File: config.mk
export PLATFORM = sky130hd
export DESIGN_NAME = mem_bus_arbiter
export DESIGN_NICKNAME = d
export VERILOG_FILES = /design/src/rtl/mem_arb_pkg.sv /design/src/rtl/mem_arb_watchdog.sv /design/src/rtl/mem_bus_arbiter.sv
export SDC_FILE = /design/constraint.sdc
export NUM_CORES = 1
export LEC_CHECK = 0
export BUFFER_PORTS_ARGS = -buffer_cell sky130_fd_sc_hd__buf_2
export CAP_MARGIN = 15
export CORE_AREA = 2 2 107 109
export CTS_CLUSTER_DIAMETER = 100
export CTS_CLUSTER_SIZE = 28
export DETAILED_ROUTE_END_ITERATION = 12
export DIE_AREA = 0 0 109 111
export PLACE_DENSITY = 0.73
export SLEW_MARGIN = 20
export SYNTH_ARGS = -nofsm -noshare
export SYNTH_HDL_FRONTEND = slang
export SYNTH_SLANG_ARGS = --single-unit
File: constraint.sdc
create_clock -name clk -period 1.68 [get_ports clk]
set_input_delay 0.168 -clock clk [delete_from_list [all_inputs] [get_ports clk]]
set_output_delay 0.168 -clock clk [all_outputs]
set_load 0.02 [all_outputs]
File: src/rtl/mem_arb_pkg.sv
// mem_arb_pkg
//   Shared types and constants for the unified memory bus arbiter.
//   arb_state_t : arbiter FSM state (IDLE, REQ, WAIT)
//   arb_owner_t : which port owns the current bus transaction
//   BE_W        : byte-enable width of the data port and the bus
//   STREAK_W    : width of the consecutive-data-grant counter
package mem_arb_pkg;

  localparam int BE_W     = 4;
  localparam int STREAK_W = 4;

  typedef enum logic [1:0] {
    IDLE,
    REQ,
    WAIT
  } arb_state_t;

  typedef enum logic [1:0] {
    NONE,
    I,
    D
  } arb_owner_t;

  // Saturating increment so a long data burst cannot wrap the streak
  // counter back below the fetch-starvation threshold.
  function automatic logic [STREAK_W-1:0] streak_inc(input logic [STREAK_W-1:0] v);
    return (v == '1) ? v : v + STREAK_W'(1);
  endfunction

endpackage

File: src/rtl/mem_arb_watchdog.sv
// mem_arb_watchdog
//   Transaction timeout counter. Counts every cycle the arbiter is busy
//   (REQ or WAIT) and flags timeout in the cycle where the count reaches
//   TIMEOUT_CYCLES. The count returns to zero while the arbiter is idle.
//   Only instantiated when MEM_BUS_ARBITER_TIMEOUT_EN is defined.
// Ports:
//   clk     in  : clock
//   rst_n   in  : asynchronous active-low reset
//   busy    in  : arbiter is in REQ or WAIT
//   timeout out : limit reached this cycle (combinational)
module mem_arb_watchdog #(
  parameter int TIMEOUT_CYCLES = 64
) (
  input  logic clk,
  input  logic rst_n,
  input  logic busy,
  output logic timeout
);

  localparam int CNT_W = $clog2(TIMEOUT_CYCLES + 1);

  logic [CNT_W-1:0] count;

  // The first busy cycle sees count 0, so the limit is count == TIMEOUT_CYCLES-1.
  assign timeout = busy && (count == CNT_W'(TIMEOUT_CYCLES - 1));

  always_ff @(posedge clk or negedge rst_n) begin
    if (!rst_n) begin
      count <= '0;
    end else if (!busy || timeout) begin
      count <= '0;
    end else begin
      count <= count + CNT_W'(1);
    end
  end

endmodule

File: src/rtl/mem_bus_arbiter.sv
// mem_bus_arbiter
//   Shares the single unified memory bus between the instruction-fetch port
//   and the data (load/store) port. One transaction outstanding at a time;
//   data wins arbitration unless it has already taken MAX_D_STREAK grants in
//   a row while a fetch was waiting. A fetch may be flushed while pending or
//   in flight; its response is then swallowed.
//   Optional macro MEM_BUS_ARBITER_TIMEOUT_EN adds a watchdog that completes a
//   stuck transaction after TIMEOUT_CYCLES with zero data and a bus_err_o pulse.
// Ports:
//   clk, rst_n                         clock, asynchronous active-low reset
//   if_req/if_addr/if_flush            fetch request, address, flush pulse
//   if_ack/if_rdata                    fetch completion pulse and data
//   d_req/d_we/d_addr/d_wdata/d_be     data request fields
//   d_ack/d_rdata                      data completion pulse and load data
//   bus_req/bus_we/bus_addr/bus_wdata/bus_be   bus request (registered)
//   bus_gnt/bus_rvalid/bus_rdata       bus accept and response
//   bus_err_o                          timeout pulse (0 without the macro)
module mem_bus_arbiter
  import mem_arb_pkg::*;
#(
  parameter int ADDR_W         = 32,
  parameter int DATA_W         = 32,
  parameter int MAX_D_STREAK   = 4,
  parameter int TIMEOUT_CYCLES = 64
) (
  input  logic              clk,
  input  logic              rst_n,
  input  logic              if_req,
  input  logic [ADDR_W-1:0] if_addr,
  input  logic              if_flush,
  output logic              if_ack,
  output logic [DATA_W-1:0] if_rdata,
  input  logic              d_req,
  input  logic              d_we,
  input  logic [ADDR_W-1:0] d_addr,
  input  logic [DATA_W-1:0] d_wdata,
  input  logic [BE_W-1:0]   d_be,
  output logic              d_ack,
  output logic [DATA_W-1:0] d_rdata,
  output logic              bus_req,
  output logic              bus_we,
  output logic [ADDR_W-1:0] bus_addr,
  output logic [DATA_W-1:0] bus_wdata,
  output logic [BE_W-1:0]   bus_be,
  input  logic              bus_gnt,
  input  logic              bus_rvalid,
  input  logic [DATA_W-1:0] bus_rdata,
  output logic              bus_err_o
);

  localparam logic [STREAK_W-1:0] MAX_STREAK = STREAK_W'(MAX_D_STREAK);

  arb_state_t          state;
  arb_owner_t          owner;
  logic [STREAK_W-1:0] d_streak;
  logic                discard;
  logic                timeout;

`ifdef MEM_BUS_ARBITER_TIMEOUT_EN
  mem_arb_watchdog #(
    .TIMEOUT_CYCLES(TIMEOUT_CYCLES)
  ) u_watchdog (
    .clk    (clk),
    .rst_n  (rst_n),
    .busy   (state != IDLE),
    .timeout(timeout)
  );
`else
  logic unused_timeout_cfg;
  assign unused_timeout_cfg = (TIMEOUT_CYCLES != 0);
  assign timeout            = 1'b0;
`endif

  assign bus_err_o = timeout;

  // A transaction ends on a response in WAIT or on a forced timeout. A fetch
  // response is dropped if it was flushed earlier (discard) or in this cycle.
  logic              finish;
  logic [DATA_W-1:0] resp_data;

  assign finish    = ((state == WAIT) && bus_rvalid) || timeout;
  assign resp_data = timeout ? '0 : bus_rdata;
  assign if_ack    = finish && (owner == I) && !discard && !if_flush;
  assign d_ack     = finish && (owner == D);
  assign if_rdata  = if_ack ? resp_data : '0;
  assign d_rdata   = d_ack ? resp_data : '0;

  // Arbiter FSM. Bus fields are captured from the winner on the IDLE->REQ
  // edge and held stable until the next grant.
  always_ff @(posedge clk or negedge rst_n) begin
    if (!rst_n) begin
      state     <= IDLE;
      owner     <= NONE;
      d_streak  <= '0;
      discard   <= 1'b0;
      bus_req   <= 1'b0;
      bus_we    <= 1'b0;
      bus_addr  <= '0;
      bus_wdata <= '0;
      bus_be    <= '0;
    end else begin
      case (state)
        IDLE: begin
          if (d_req && (!if_req || (d_streak < MAX_STREAK))) begin
            state     <= REQ;
            owner     <= D;
            bus_req   <= 1'b1;
            bus_we    <= d_we;
            bus_addr  <= d_addr;
            bus_wdata <= d_wdata;
            bus_be    <= d_be;
            // The streak only grows while a fetch is actually being held off.
            d_streak  <= if_req ? streak_inc(d_streak) : '0;
          end else if (if_req && !if_flush) begin
            state     <= REQ;
            owner     <= I;
            bus_req   <= 1'b1;
            bus_we    <= 1'b0;
            bus_addr  <= if_addr;
            bus_wdata <= '0;
            bus_be    <= '1;
            d_streak  <= '0;
          end
        end
        REQ: begin
          if (timeout) begin
            state   <= IDLE;
            owner   <= NONE;
            bus_req <= 1'b0;
            discard <= 1'b0;
          end else if (bus_gnt) begin
            // Once granted the bus will respond, so a flushed fetch must
            // still wait for its response and then swallow it.
            state   <= WAIT;
            bus_req <= 1'b0;
            if ((owner == I) && if_flush) begin
              discard <= 1'b1;
            end
          end else if ((owner == I) && if_flush) begin
            state   <= IDLE;
            owner   <= NONE;
            bus_req <= 1'b0;
          end
        end
        WAIT: begin
          if (bus_rvalid || timeout) begin
            state   <= IDLE;
            owner   <= NONE;
            discard <= 1'b0;
          end else if ((owner == I) && if_flush) begin
            discard <= 1'b1;
          end
        end
        default: begin
          state   <= IDLE;
          owner   <= NONE;
          bus_req <= 1'b0;
          discard <= 1'b0;
        end
      endcase
    end
  end

  // Requester and bus protocol checks.
  a_d_req_held : assert property (@(posedge clk) disable iff (!rst_n)
    (d_req && !d_ack) |=> d_req);
  a_if_req_held : assert property (@(posedge clk) disable iff (!rst_n)
    (if_req && !if_ack && !if_flush) |=> if_req);
  a_no_rvalid_in_req : assert property (@(posedge clk) disable iff (!rst_n)
    (state == REQ) |-> !bus_rvalid);

endmodule

==> impl_metrics.toml <==
[outcome]
outcome = "finished, violations left"
violations = "setup timing"

[placed_design]
placed_cell_area_um2 = 5370
routabilityCongestion = 0.809
place_inst = 767
dp_hpwl_um = 8470
portBuffers = 275

[floorplanning]
start_util_pct = 34.0
core-area_um2 = 11100
fp.dieW_um = 109
die_h_um = 111
rows = 39
ios = 277
dieArea_um2 = 12100

[detailed_routing]
drtPass1Iterations = 4
vias_per_cell = 4.84
wl_per_cell_um = 15.5
drt_iter0_drc = 199
drc_errors = 0
vias = 3860
drtAntennaViolNets = 0
drt-total-wl_um = 12400

[sta]
finalWorstSetupSlack_ps = -313
hold_violations = 0
holdWs_ps = 46.6
fmax_mhz = 502
setup_viol = 68
fin_crit_sh_pct = 119
worst_slew_pin_slew_ps = 528
period_needed_ps = 1990
slew_violations = 0
fin_setup_tns_ps = -17200
rsz0062_at_grt = "yes"
skew_ps = 11.3
slew_headroom_pct = 64.8

[cells_and_area]
layout-drive-gt1-share_pct = 57.6
fin_cells = 798
nets = 794
final_util_pct = 56.2
fillers = 970
antenna_cells = 0
multi_input_area_um2 = 1800
regArea_um2 = 1980
fin_area_um2 = 6230
area_growth_pct = 65.6

[synthesis]
yosysTopAreaCell = "dfrtp_1"
synthTopCellsByArea = "dfrtp_1, and2_1, a22o_1"
synth_common_cells = "dfrtp_1, nand2_1, and2_1, a22o_1, a22oi_1"
async_flop_share_pct = 100
synth-seq-area-share_pct = 52.6
syn-num-nets = 506
syn_area_per_cell_um2 = 10.4
synth_top_flop_cell = "dfrtp_1"
ys_warn_count = 0
synth_most_common_cell = "dfrtp_1"
synth_edf_count = 0
synth_top_area_share_pct = 52.6
synth_seq_cells = 79
synth_cell_types = 36
syn_inst = 362
syn_area_um2 = 3760

[clock_tree]
clk_path_buf_depth = 2
cts_tree = "done"
cts_inserted_buffers = 9
cts_root_buf = "clkbuf_16"
clk_latency_ps = 330
clkSinkCount = 79
htree_levels = 3
clk_pin_slew_ps = 60

[grt]
grt_usage_pct = 19.6
antenna_found_initial = 0
grt_pass1_vias = 3884
gr-total-overflow = 0
grt_pass1_wl_um = 18900
grt_max_degree = 50

[setup_path]
r2r_end = "owner[1]"
reg2reg_from = "state[0]"
cp_top_family = "buffers and inverters"
endpoint_kind = "primary output"
slowest_stage = "dfrtp_1"
cpPeakStageDelay_ps = 390
arrival_ps = 1820
start_kind = "flip-flop"
worstPathCellList = "inv_2 -> ha_4 -> nand2_4 -> nor4_4 -> buf_4 -> clkbuf_16 -> and2_4 -> buf_6"
path_max_fanout = 4
crit_required_ps = 1510
path_buf_inv = 4
path_class = "reg2out"
r2r_cells = 8
r2r_setup_slack_ps = -60

[power_and_ir_drop]
leakage_nw = 3.39
power_density_nw_per_um2 = 1570
peakVddDrop_mv = 0.908

[hold_path]
hold_class = "in2reg"
worstHoldStart = "d_be[3]"
min_to = "bus_be[3]"
whs_path_depth = 2

[job]
cap_violations = 0
layout make-up:
class,count,area share (%)
Timing Repair Buffer,303,31.5
Clock buffer,10,3.68
Tap cell,143,2.87
Clock inverter,6,1.10
Sequential cell,79,31.7
Multi-Input combinational cell,253,28.8
Inverter,4,0.241
how the worst max path moves through the flow:
stage                   from           end  slack (ps)  cells after the start
finish              state[0]  if_rdata[23]        -310                      8
global route        state[0]  if_rdata[23]        -390                      8
CTS                 state[0]  if_rdata[15]        -270                      9
floorplan           state[0]   d_rdata[22]         -10                      6
global placement    state[0]    d_rdata[2]          60                      7
detailed placement  state[0]  if_rdata[10]          -4                      7
through the flow:
step,power (W),worst slack [ps]
after detailed placement,0.00763,-4.38
after floorplan,0.00607,-14.3
after global routing,0.0104,-385
after CTS,0.00967,-267
final,0.00977,-313
after global placement,0.00750,56.8
power breakdown:
part	switching, W	internal, W
combinational	0.00274	0.00185
clock	0.000760	0.00116
sequential	0.000472	0.00279
total	0.00398	0.00579
what timing repair did:
| item | in CTS | in global routing |
|---|---|---|
| gates cloned | 3 | 3 |
| resized for setup | 101 | 28 |
| pin swaps | 23 | 15 |
| setup buffers | 8 | 4 |
| endpoints found under the setup margin | 66 | 104 |
| hold buffers | 1 | 0 |
| hold endpoints to repair | 30 | 0 |
routing by layer:
layer	part of all wire (%)	wire length, µm	up-vias	track usage (%)
li1	-	-	1830	-
met1	41	5110	1852	24.7
met2	50	6170	158	33.0
met3	7.2	888	20	4.17
met4	1.6	203	0	6.50
met5	0	0	-	0
registers in the layout, summed over array words and instances (netlist names):
| register | flops |
|---|---|
| bus_addr | 32 |
| bus_be | 4 |
| bus_req | 1 |
| bus_wdata | 32 |
| bus_we | 1 |
| d_streak | 4 |
| discard | 1 |
| owner | 2 |
| state | 2 |
worst register-to-register path, cell delays in order, from the launching register on:
cell and delay [ps]:
dfrtp_1 390, inv_2 90, ha_4 140, buf_4 100, buf_4 100, nor2b_1 450
nor2_1 120, nor2_1 160, o21ai_1 70
cells by family (layout without fill, tap and decap cells):
group                      Yosys count  count (layout)  synth area share [%]
adders and majority gates            4               4                  1.33
other                                1               1                0.0997
AOI/OAI and AO/OA                   86              86                  18.6
and+or+nand+nor                    162             162                  22.5
DFF                                 79              79                  52.6
buffers and inverters               30             323                  4.96
cells in the final DEF, fill, tap and decap left out, types with 7 or more instances in the layout:
| cell type | instances |
|---|---|
| dfrtp_1 | 79 |
| a22oi_2 | 15 |
| a22oi_1 | 17 |
| and2_1 | 35 |
| buf_6 | 36 |
| nor2_1 | 7 |
| clkbuf_16 | 12 |
| buf_4 | 13 |
| buf_12 | 7 |
| nand2_1 | 70 |
| a22o_1 | 33 |
| buf_2 | 241 |
| and2_4 | 32 |
Power figures use the tool's default switching activity.
